==> src/rtl/fsm_cov_pkg.sv <==
// Shared definitions for the FSM coverage monitor: default parameters,
// the monitored FSM's state encodings and its legal-transition mask.
package fsm_cov_pkg;

    localparam int DEF_STATE_W    = 3;
    localparam int DEF_NUM_STATES = 6;
    localparam int DEF_CNT_W      = 8;
    localparam int DEF_HOME       = 0;
    localparam int DEF_TRANS_W    = DEF_NUM_STATES * DEF_NUM_STATES;

    typedef enum logic [2:0] {
        ST_IDLE   = 3'd0,
        ST_WAIT   = 3'd1,
        ST_ACTIVE = 3'd2,
        ST_PROC   = 3'd3,
        ST_DONE   = 3'd4,
        ST_ERROR  = 3'd5
    } fsm_state_e;

    function automatic logic [DEF_TRANS_W-1:0] trans_bit(input fsm_state_e from_st,
                                                         input fsm_state_e to_st);
        int idx;
        idx = int'(from_st) * DEF_NUM_STATES + int'(to_st);
        return {{(DEF_TRANS_W-1){1'b0}}, 1'b1} << idx;
    endfunction

    // ERROR->ERROR is a dwell, never a transition, so "any->ERROR" excludes it.
    localparam logic [DEF_TRANS_W-1:0] DEF_LEGAL =
          trans_bit(ST_IDLE,   ST_WAIT)
        | trans_bit(ST_WAIT,   ST_ACTIVE)
        | trans_bit(ST_ACTIVE, ST_PROC)
        | trans_bit(ST_PROC,   ST_DONE)
        | trans_bit(ST_DONE,   ST_IDLE)
        | trans_bit(ST_IDLE,   ST_ACTIVE)
        | trans_bit(ST_ACTIVE, ST_WAIT)
        | trans_bit(ST_IDLE,   ST_ERROR)
        | trans_bit(ST_WAIT,   ST_ERROR)
        | trans_bit(ST_ACTIVE, ST_ERROR)
        | trans_bit(ST_PROC,   ST_ERROR)
        | trans_bit(ST_DONE,   ST_ERROR)
        | trans_bit(ST_ERROR,  ST_IDLE);

endpackage

==> src/rtl/fsm_coverage_monitor_sat_counter.sv <==
// Saturating up-counter with synchronous clear; clr together with inc
// loads 1, which lets a run counter restart at one in a single cycle.
module sat_counter #(
    parameter int W = 8
) (
    input  logic         clk,
    input  logic         rst_n,
    input  logic         clr,
    input  logic         inc,
    output logic [W-1:0] q
);

    localparam logic [W-1:0] MAX_V  = {W{1'b1}};
    localparam logic [W-1:0] ZERO_V = {W{1'b0}};
    localparam logic [W-1:0] ONE_V  = {{(W-1){1'b0}}, 1'b1};

    // Counter register: clear/restart has priority, then saturating increment.
    always_ff @(posedge clk or negedge rst_n) begin
        if (!rst_n) begin
            q <= ZERO_V;
        end else if (clr) begin
            q <= inc ? ONE_V : ZERO_V;
        end else if (inc && (q != MAX_V)) begin
            q <= q + ONE_V;
        end else begin
            q <= q;
        end
    end

endmodule

==> src/rtl/fsm_coverage_monitor.sv <==
// Observes a sampled FSM state stream and collects state/transition coverage,
// per-state entry counts and longest dwell runs, loop count and illegal moves.
module fsm_coverage_monitor
    import fsm_cov_pkg::*;
#(
    parameter int STATE_W    = DEF_STATE_W,
    parameter int NUM_STATES = DEF_NUM_STATES,
    parameter int CNT_W      = DEF_CNT_W,
    parameter int HOME       = DEF_HOME,
    parameter logic [NUM_STATES*NUM_STATES-1:0] LEGAL_TRANS = DEF_LEGAL
) (
    input  logic                             clk,
    input  logic                             rst_n,
    input  logic [STATE_W-1:0]               state_i,
    input  logic                             sample_en_i,
    input  logic                             clear_i,
    input  logic [STATE_W-1:0]               rd_idx_i,
    output logic [NUM_STATES-1:0]            state_hit_o,
    output logic [NUM_STATES*NUM_STATES-1:0] trans_hit_o,
    output logic [CNT_W-1:0]                 rd_count_o,
    output logic [CNT_W-1:0]                 rd_dwell_o,
    output logic [CNT_W-1:0]                 loops_o,
    output logic                             covered_o,
    output logic                             illegal_o,
    output logic                             illegal_seen_o,
    output logic [2*STATE_W-1:0]             first_illegal_o,
    output logic                             oob_seen_o
);

    localparam int TW = NUM_STATES * NUM_STATES;
    localparam logic [STATE_W:0]   NUM_S   = (STATE_W+1)'(NUM_STATES);
    localparam logic [STATE_W-1:0] HOME_S  = STATE_W'(HOME);
    localparam logic [CNT_W-1:0]   CNT_MAX = {CNT_W{1'b1}};
    localparam logic [CNT_W-1:0]   CNT_ONE = {{(CNT_W-1){1'b0}}, 1'b1};

    logic [STATE_W-1:0]    prev_r;
    logic                  prev_valid_r;
    logic [CNT_W-1:0]      max_dwell_r [NUM_STATES];
    logic [CNT_W-1:0]      count_s     [NUM_STATES];
    logic [CNT_W-1:0]      run_s;
    logic [CNT_W-1:0]      run_next_s;
    logic [NUM_STATES-1:0] state_oh_s;
    logic [NUM_STATES-1:0] prev_oh_s;
    logic [TW-1:0]         trans_oh_s;
    logic                  in_range_s;
    logic                  valid_s;
    logic                  entry_s;
    logic                  trans_s;
    logic                  legal_s;
    logic                  illegal_s;

    assign in_range_s = ({1'b0, state_i} < NUM_S);
    assign valid_s    = sample_en_i && in_range_s && !clear_i;
    assign trans_s    = valid_s && prev_valid_r && (state_i != prev_r);
    assign entry_s    = valid_s && !(prev_valid_r && (state_i == prev_r));
    assign legal_s    = trans_s && (|(trans_oh_s & LEGAL_TRANS));
    assign illegal_s  = trans_s && !(|(trans_oh_s & LEGAL_TRANS));
    assign covered_o  = (&state_hit_o) && (trans_hit_o == LEGAL_TRANS);

    // One-hot decodes of current/previous state and the candidate transition.
    always_comb begin
        state_oh_s = {NUM_STATES{1'b0}};
        prev_oh_s  = {NUM_STATES{1'b0}};
        trans_oh_s = {TW{1'b0}};
        for (int a = 0; a < NUM_STATES; a++) begin
            state_oh_s[a] = (state_i == STATE_W'(a));
            prev_oh_s[a]  = (prev_r == STATE_W'(a));
        end
        for (int a = 0; a < NUM_STATES; a++) begin
            for (int b = 0; b < NUM_STATES; b++) begin
                trans_oh_s[a*NUM_STATES+b] = prev_oh_s[a] & state_oh_s[b];
            end
        end
    end

    // Run value after this sample, needed the same cycle to update max dwell.
    always_comb begin
        if (entry_s) begin
            run_next_s = CNT_ONE;
        end else if (run_s == CNT_MAX) begin
            run_next_s = run_s;
        end else begin
            run_next_s = run_s + CNT_ONE;
        end
    end

    sat_counter #(.W(CNT_W)) u_run (
        .clk   (clk),
        .rst_n (rst_n),
        .clr   (clear_i || entry_s),
        .inc   (valid_s),
        .q     (run_s)
    );

    sat_counter #(.W(CNT_W)) u_loops (
        .clk   (clk),
        .rst_n (rst_n),
        .clr   (clear_i),
        .inc   (trans_s && (state_i == HOME_S)),
        .q     (loops_o)
    );

    for (genvar g = 0; g < NUM_STATES; g++) begin : g_count
        sat_counter #(.W(CNT_W)) u_cnt (
            .clk   (clk),
            .rst_n (rst_n),
            .clr   (clear_i),
            .inc   (entry_s && state_oh_s[g]),
            .q     (count_s[g])
        );
    end

    // Statistics, sticky flags and sample history.
    always_ff @(posedge clk or negedge rst_n) begin
        if (!rst_n) begin
            prev_r          <= {STATE_W{1'b0}};
            prev_valid_r    <= 1'b0;
            state_hit_o     <= {NUM_STATES{1'b0}};
            trans_hit_o     <= {TW{1'b0}};
            illegal_o       <= 1'b0;
            illegal_seen_o  <= 1'b0;
            first_illegal_o <= {(2*STATE_W){1'b0}};
            oob_seen_o      <= 1'b0;
            for (int s = 0; s < NUM_STATES; s++) max_dwell_r[s] <= {CNT_W{1'b0}};
        end else if (clear_i) begin
            prev_r          <= {STATE_W{1'b0}};
            prev_valid_r    <= 1'b0;
            state_hit_o     <= {NUM_STATES{1'b0}};
            trans_hit_o     <= {TW{1'b0}};
            illegal_o       <= 1'b0;
            illegal_seen_o  <= 1'b0;
            first_illegal_o <= {(2*STATE_W){1'b0}};
            oob_seen_o      <= 1'b0;
            for (int s = 0; s < NUM_STATES; s++) max_dwell_r[s] <= {CNT_W{1'b0}};
        end else begin
            illegal_o <= illegal_s;
            if (sample_en_i && !in_range_s) begin
                oob_seen_o <= 1'b1;
            end
            if (valid_s) begin
                prev_r       <= state_i;
                prev_valid_r <= 1'b1;
                state_hit_o  <= state_hit_o | state_oh_s;
                for (int s = 0; s < NUM_STATES; s++) begin
                    if (state_oh_s[s] && (run_next_s > max_dwell_r[s])) begin
                        max_dwell_r[s] <= run_next_s;
                    end
                end
            end
            if (legal_s) begin
                trans_hit_o <= trans_hit_o | trans_oh_s;
            end
            if (illegal_s) begin
                illegal_seen_o <= 1'b1;
                if (!illegal_seen_o) begin
                    first_illegal_o <= {prev_r, state_i};
                end
            end
        end
    end

    // Per-state readout; indices beyond the legal range read as zero.
    always_comb begin
        rd_count_o = {CNT_W{1'b0}};
        rd_dwell_o = {CNT_W{1'b0}};
        for (int s = 0; s < NUM_STATES; s++) begin
            rd_count_o = (rd_idx_i == STATE_W'(s)) ? count_s[s]     : rd_count_o;
            rd_dwell_o = (rd_idx_i == STATE_W'(s)) ? max_dwell_r[s] : rd_dwell_o;
        end
    end

endmodule
==> config.mk <==
export PLATFORM = sky130hd
export DESIGN_NAME = fsm_coverage_monitor
export DESIGN_NICKNAME = d
export VERILOG_FILES = /design/src/rtl/fsm_cov_pkg.sv /design/src/rtl/fsm_coverage_monitor_sat_counter.sv /design/src/rtl/fsm_coverage_monitor.sv
export SDC_FILE = /design/constraint.sdc
export NUM_CORES = 1
export LEC_CHECK = 0
export CAP_MARGIN = 20
export CORE_MARGIN = 2
export CORE_UTILIZATION = 50
export DETAILED_ROUTE_END_ITERATION = 10
export GPL_ROUTABILITY_DRIVEN = 0
export PLACE_DENSITY = 0.7
export SETUP_SLACK_MARGIN = 0.05
export SLEW_MARGIN = 20
export SYNTH_ARGS = -nofsm -noshare
export SYNTH_HDL_FRONTEND = slang
export SYNTH_HIERARCHICAL = 1
export SYNTH_SLANG_ARGS = --single-unit
export TNS_END_PERCENT = 5
==> constraint.sdc <==
create_clock -name clk -period 4 [get_ports clk]
set_input_delay 0.4 -clock clk [delete_from_list [all_inputs] [get_ports clk]]
set_output_delay 0.4 -clock clk [all_outputs]
set_load 0.1 [all_outputs]
Yosys cells after proc, flatten, opt, wreduce, memory -nomap -nowiden
Cells that the tools add are included.
{"block": "classes", "n_addsub": 8, "n_reduce_logical": 66, "n_mux": 62, "eq_ne": 28, "magnitude_cmp": 7, "bitwise_logic": 38}
{"op": "$mux 8", "count": 36}
{"op": "$mux 48", "count": 2}
{"op": "$mux 36", "count": 2}
{"op": "$add 8x1->8 const B", "count": 8}
{"op": "$ne 8x8->1 const B", "count": 8}
{"op": "$gt 8x8->1", "count": 6}
{"op": "$and 1x1->1", "count": 36}
{"op": "$eq 36x31->1 const B", "count": 1}
{"op": "$or 36x36->36", "count": 1}
{"op": "$reduce_bool 2->1", "count": 18}
{"op": "$logic_and 1x1->1", "count": 31}
{"op": "$mux 6", "count": 5}
{"op": "$eq 3x2->1 const B", "count": 6}
{"op": "$eq 3x3->1 const B", "count": 6}
{"op": "$mux 1", "count": 15}
{"op": "$reduce_and 2->1", "count": 7}
{"op": "$reduce_or 13->1", "count": 1}
{"op": "$eq 3x1->1 const B", "count": 3}
{"op": "$logic_not 3->1", "count": 3}
{"op": "$eq 8x8->1 const B", "count": 1}
{"op": "$mux 3", "count": 2}
{"op": "$or 6x6->6", "count": 1}
{"op": "$reduce_and 6->1", "count": 1}
{"op": "$logic_not 1->1", "count": 4}
{"op": "other kinds (5)", "count": 5}
{"block": "word_totals", "in_bits": 10, "word_cells": 231, "output_inout_bits": 76, "regBits": 167}

Logic depth before layout (Yosys ltp)
{"block": "logic_depth", "ltp_word": 10, "mapped_depth": 16, "ltp_nobuf": 13}

Hierarchy
The synthesis kept the hierarchy.
{"module": "fsm_coverage_monitor", "n_inst": 1, "area_per_inst_um2": 6705.2, "cells_each": 693, "seq_area_each_um2": 2577.5}
{"module": "sat_counter", "n_inst": 8, "area_per_inst_um2": 473.0, "cells_each": 47, "seq_area_each_um2": 200.2}

Worst setup path before layout
OpenSTA, ideal clock, no wires.
{"block": "synth_path", "path_type": "reg2out", "startpoint": "register trans_hit_o[5]", "endpoint": "output covered_o", "path_slack_ps": -722, "path_buffers": 0, "arrival_ps": 4322, "stages_incl_launch_ff": 4, "cell_sequence": "dfrtp_1 > nor4bb_1 > nand3_1 > nor4_1"}
{"block": "synth_between", "elab_chain_len": 2}
{"element": "start: declaration", "line": "fsm_coverage_monitor.sv:19", "text": "output logic [NUM_STATES*NUM_STATES-1:0] trans_hit_o,"}
{"element": "start signal: assignment", "line": "fsm_coverage_monitor.sv:119", "text": "trans_hit_o <= {TW{1'b0}};"}
{"element": "start signal: assignment", "line": "fsm_coverage_monitor.sv:129", "text": "trans_hit_o <= {TW{1'b0}};"}
{"element": "start signal: assignment", "line": "fsm_coverage_monitor.sv:151", "text": "trans_hit_o <= trans_hit_o | trans_oh_s;"}
{"element": "$eq 36x31->1", "line": "fsm_coverage_monitor.sv:58", "text": "assign covered_o = (&state_hit_o) && (trans_hit_o == LEGAL_TRANS);"}
{"element": "$logic_and 1x1->1", "line": "fsm_coverage_monitor.sv:58"}
{"element": "end: declaration", "line": "fsm_coverage_monitor.sv:23", "text": "output logic covered_o,"}
Every way passes these cells.

Worst setup path in the final report
{"block": "layout_path", "startpoint": "register u_run.q[3]", "endpoint": "register max_dwell_r[12] (netlist bit)"}
{"block": "layout_between", "elab_chain_len": 7, "elab_cells_between_ends": 11, "classes_between": "1 x add/sub; 1 x order compare; 1 x eq/ne; 5 x mux; 3 x reduce/logical"}
{"element": "start: declaration", "line": "fsm_coverage_monitor_sat_counter.sv:10", "text": "output logic [W-1:0] q"}
{"element": "start signal: assignment", "line": "fsm_coverage_monitor_sat_counter.sv:22", "text": "q <= inc ? ONE_V : ZERO_V;"}
{"element": "start signal: assignment", "line": "fsm_coverage_monitor_sat_counter.sv:24", "text": "q <= q + ONE_V;"}
{"element": "start signal: assignment", "line": "fsm_coverage_monitor_sat_counter.sv:26", "text": "q <= q;"}
{"element": "$add 8x1->8 or $eq 8x8->1 (tied branches)", "line": "fsm_coverage_monitor.sv:83, fsm_coverage_monitor.sv:80"}
{"element": "$mux 8 *", "line": "fsm_coverage_monitor.sv:80", "text": "end else if (run_s == CNT_MAX) begin"}
{"element": "$mux 8 *", "line": "fsm_coverage_monitor.sv:78", "text": "if (entry_s) begin"}
{"element": "$gt 8x8->1", "line": "fsm_coverage_monitor.sv:145", "text": "if (state_oh_s[s] && (run_next_s > max_dwell_r[s])) begin"}
{"element": "$logic_and 1x1->1", "line": "fsm_coverage_monitor.sv:145"}
{"element": "$reduce_bool 2->1 (no source line)"}
{"element": "$reduce_and 2->1 (no source line)"}
{"element": "end signal: indexed assignment", "line": "fsm_coverage_monitor.sv:146", "text": "max_dwell_r[s] <= run_next_s;"}
{"element": "end: declaration", "line": "fsm_coverage_monitor.sv:38", "text": "logic [CNT_W-1:0] max_dwell_r [NUM_STATES];"}
Every way passes the cells marked *; elsewhere a longest branch is shown, timed or not. The select of a mux whose other input is x is not followed.
A chain may end at the register's enable or synchronous reset.

==> flow_summary.yaml <==
critical_path:
  crit_required_ns: 4.35
  cp_data_arrival_time_ns: 3.93
  path_class: "reg -> reg"
  startpoint_type: "flop"
  cp_slowest_cell: "dfrtp_1"
  rrSetupSlack_ns: 0.42
  cp_top_family: "compound AO/OA/AOI/OAI gates"
  path_depth: 13
  crit_fanout: 14
  path_cells: "and4_1, a31oi_1, nand3_1, xor2_1, nor2_1, buf_4, ha_1, and3_1, a221o_1, a21oi_1, a221o_1, buf_4, mux2i_1"
  rr_worst_depth: 13
  worst-path-buf-inv: 2
  cp-end-kind: "flop"
  slowest_delay_ns: 0.59
grt:
  grt_first_pass_wirelength_um: 44800
  grtUsageMet3_pct: 3.52
  gr-usage-met1_pct: 34.8
  antenna_found_initial: 0
  first_global_vias: 8557
  grt_max_degree: 149
  global_route.overflow_total: 0
  gr-max-usage-layer: "met2"
  use_met2_pct: 42.0
  track_usage_pct: 25.2
placement:
  dp_hpwl_um: 18600
  numPortBuffers: 85
  place_area_um2: 11800
routing:
  wl_per_cell_um: 18.7
  ant_nets: 0
  wl_um: 26800
  drtIter0Drc: 606
  drc_errors: 0
  vias: 8562
  vias_per_cell: 5.96
  dr.pass1.iters: 5
cts:
  hold_buffers: 0
  cts_buffers: 17
  cts-root-buf: "clkbuf_16"
  clkSinkCount: 167
  cts_resized: 0
  cts_setup_buffers: 0
  cts_max_level: 4
  cts_buffer_depth: 2
  cts_tree: "built"
  clk_latency_ns: 0.43
  path_clk_slew_ns: 0.07
synthesis:
  synth-edff-count: 0
  synth_top_area_share_pct: 39.8
  syn_area_um2: 10500
  yosys_most_used_dff: "dfrtp_1"
  syn_inst: 1069
  syn_nets: 1130
  synth_most_common_cell: "dfrtp_1"
  synth_seq_cells: 167
  synthTopCellsByArea: "dfrtp_1, mux2i_1, ha_1, a21oi_1, nand2_1"
  syn_avg_cell_area_um2: 9.81
  ys_top_cells_by_count: "dfrtp_1, nand2_1, nor2_1"
  async_flop_share_pct: 100
  yosys.cell_types.count: 66
  yosysTopAreaCell: "dfrtp_1"
  seq_area_frac_synth_pct: 39.8
  yosysWarnings: 6
floorplan:
  io_pins: 86
  start_util_pct: 51.3
  rows: 52
  die_area_um2: 22200
  die_w_um: 149
  core_um2: 20400
  die_h_um: 149
sta:
  final.setup_skew_ns: 0.00950
  max_freq_mhz: 279
  min_period_ns: 3.58
  layout_worst_path_cycle_share_pct: 89.5
  tightest_slew_ns: 1.05
  maxSlewViolCount: 0
  finalSetupTns_ns: 0
  setup_violations: 0
  hold_violations: 0
  relSlewSlack_pct: 29.1
  rsz0062_at_grt: "no"
power_and_ir_drop:
  peakVddDrop_uv: 287
  power_density_nw_per_um2: 302
  p_leak_nw: 5.55
  p_total_mw: 3.74
cells_and_area:
  drive_gt1_share_pct: 14.6
  nets: 1214
  antenna_cells: 0
  area_growth_pct: 17.9
  fillerInstances: 1736
  final_area_um2: 12400
outcome:
  status: "complete, no violations"
run:
  maxCapViolCount: 0
min_path:
  min_path_type: "in -> async"
[final cells by class]
cell class | count | area [um^2] | area share (%)
clock buffer | 17 | 425 | 3.44
clock inverter | 15 | 153 | 1.23
inverter | 60 | 225 | 1.82
multi-input combinational | 784 | 5800 | 46.9
sequential | 167 | 4180 | 33.8
tap | 270 | 338 | 2.73
timing repair buffer | 123 | 1250 | 10.1
[final timing paths]
check	from	endpoint
setup / recovery	u_run/q[3]	max_dwell_r[12]
hold / removal	rst_n	g_count[0].u_cnt/q[3]
setup reg to reg	u_run/q[3]	max_dwell_r[12]
hold reg to reg	trans_hit_o[4]	trans_hit_o[4]
max in group asynchronous	rst_n	max_dwell_r[36]
min in group clk	trans_hit_o[4]	trans_hit_o[4]
[report_power, final]
group          leakage, nW  total [mW]  switching (mW)  internal [mW]
combinational         2.94       0.387           0.259          0.128
sequential            2.32        1.72          0.0156           1.70
clock                0.283        1.63           0.796          0.837
total                 5.55        3.74            1.07           2.67
[state kept, by name, summed over array words and instances, names as in the netlist]
name             count
prev_valid_r         1
prev_r               3
max_dwell_r         48
illegal_o            1
g_count.u_cnt/q     48
trans_hit_o         36
illegal_seen_o       1
state_hit_o          6
first_illegal_o      6
u_loops/q            8
oob_seen_o           1
u_run/q              8
[routing by layer]
metal	part of all wire, %	wire length (um)
met2	49	13100
met4	1.7	461
met3	3.9	1060
met5	0	0
met1	46	12200
[cells in the final DEF, fill, tap and decap left out, types with 12 or more instances in the layout]
cell	count
clkdlybuf4s50_1	66
clkbuf_16	17
o21ai_0	18
mux2_2	12
or3_1	16
and3_1	30
nor2_1	80
buf_4	42
nor3b_1	12
ha_1	51
inv_1	59
nand3_1	27
mux2i_1	70
nor2b_1	38
a21oi_1	71
dfrtp_1	167
buf_12	13
nor3_1	12
nand2b_1	39
nand2_1	83
mux2_4	12
[worst register-to-register path, delay by kind of cell (launching register included)]
kind	cells	cell delay [ns]
AND/OR/NAND/NOR	4	0.75
adder cells (fa/ha/maj)	1	0.29
buffers and inverters	2	0.38
flip-flops	1	0.59
multiplexers	1	0.18
XOR/XNOR	1	0.17
AO/OA/AOI/OAI	4	1.14
[per-stage QoR]
step / hold slack (ns) / setup slack, ns / utilization, % / std cells
finish: 0.0637 / 0.421 / 60.5 / 1436
global route: 0.132 / 0.159 / 60.5 / 1436
CTS: 0.109 / 0.389 / 60.5 / 1436
detailed placement: 0.489 / 0.152 / 57.7 / 1404
global placement: 0.486 / 0.259 / 57.7 / 1404
floorplan: 0.104 / 0.413 / - / 1069
[cells by family (layout without fill, tap and decap cells)]
| family | Yosys count | after routing | share of synthesized area, % |
|---|---|---|---|
| buffers and inverters | 118 | 215 | 4.96 |
| and+or+nand+nor | 395 | 395 | 21.1 |
| adders and majority gates | 51 | 51 | 6.08 |
| muxes | 99 | 99 | 10.8 |
| DFF | 167 | 167 | 39.8 |
| AOI/OAI and AO/OA | 225 | 225 | 16.1 |
| xor gates and xnor gates | 14 | 14 | 1.17 |
Power figures use the tool's default switching activity.
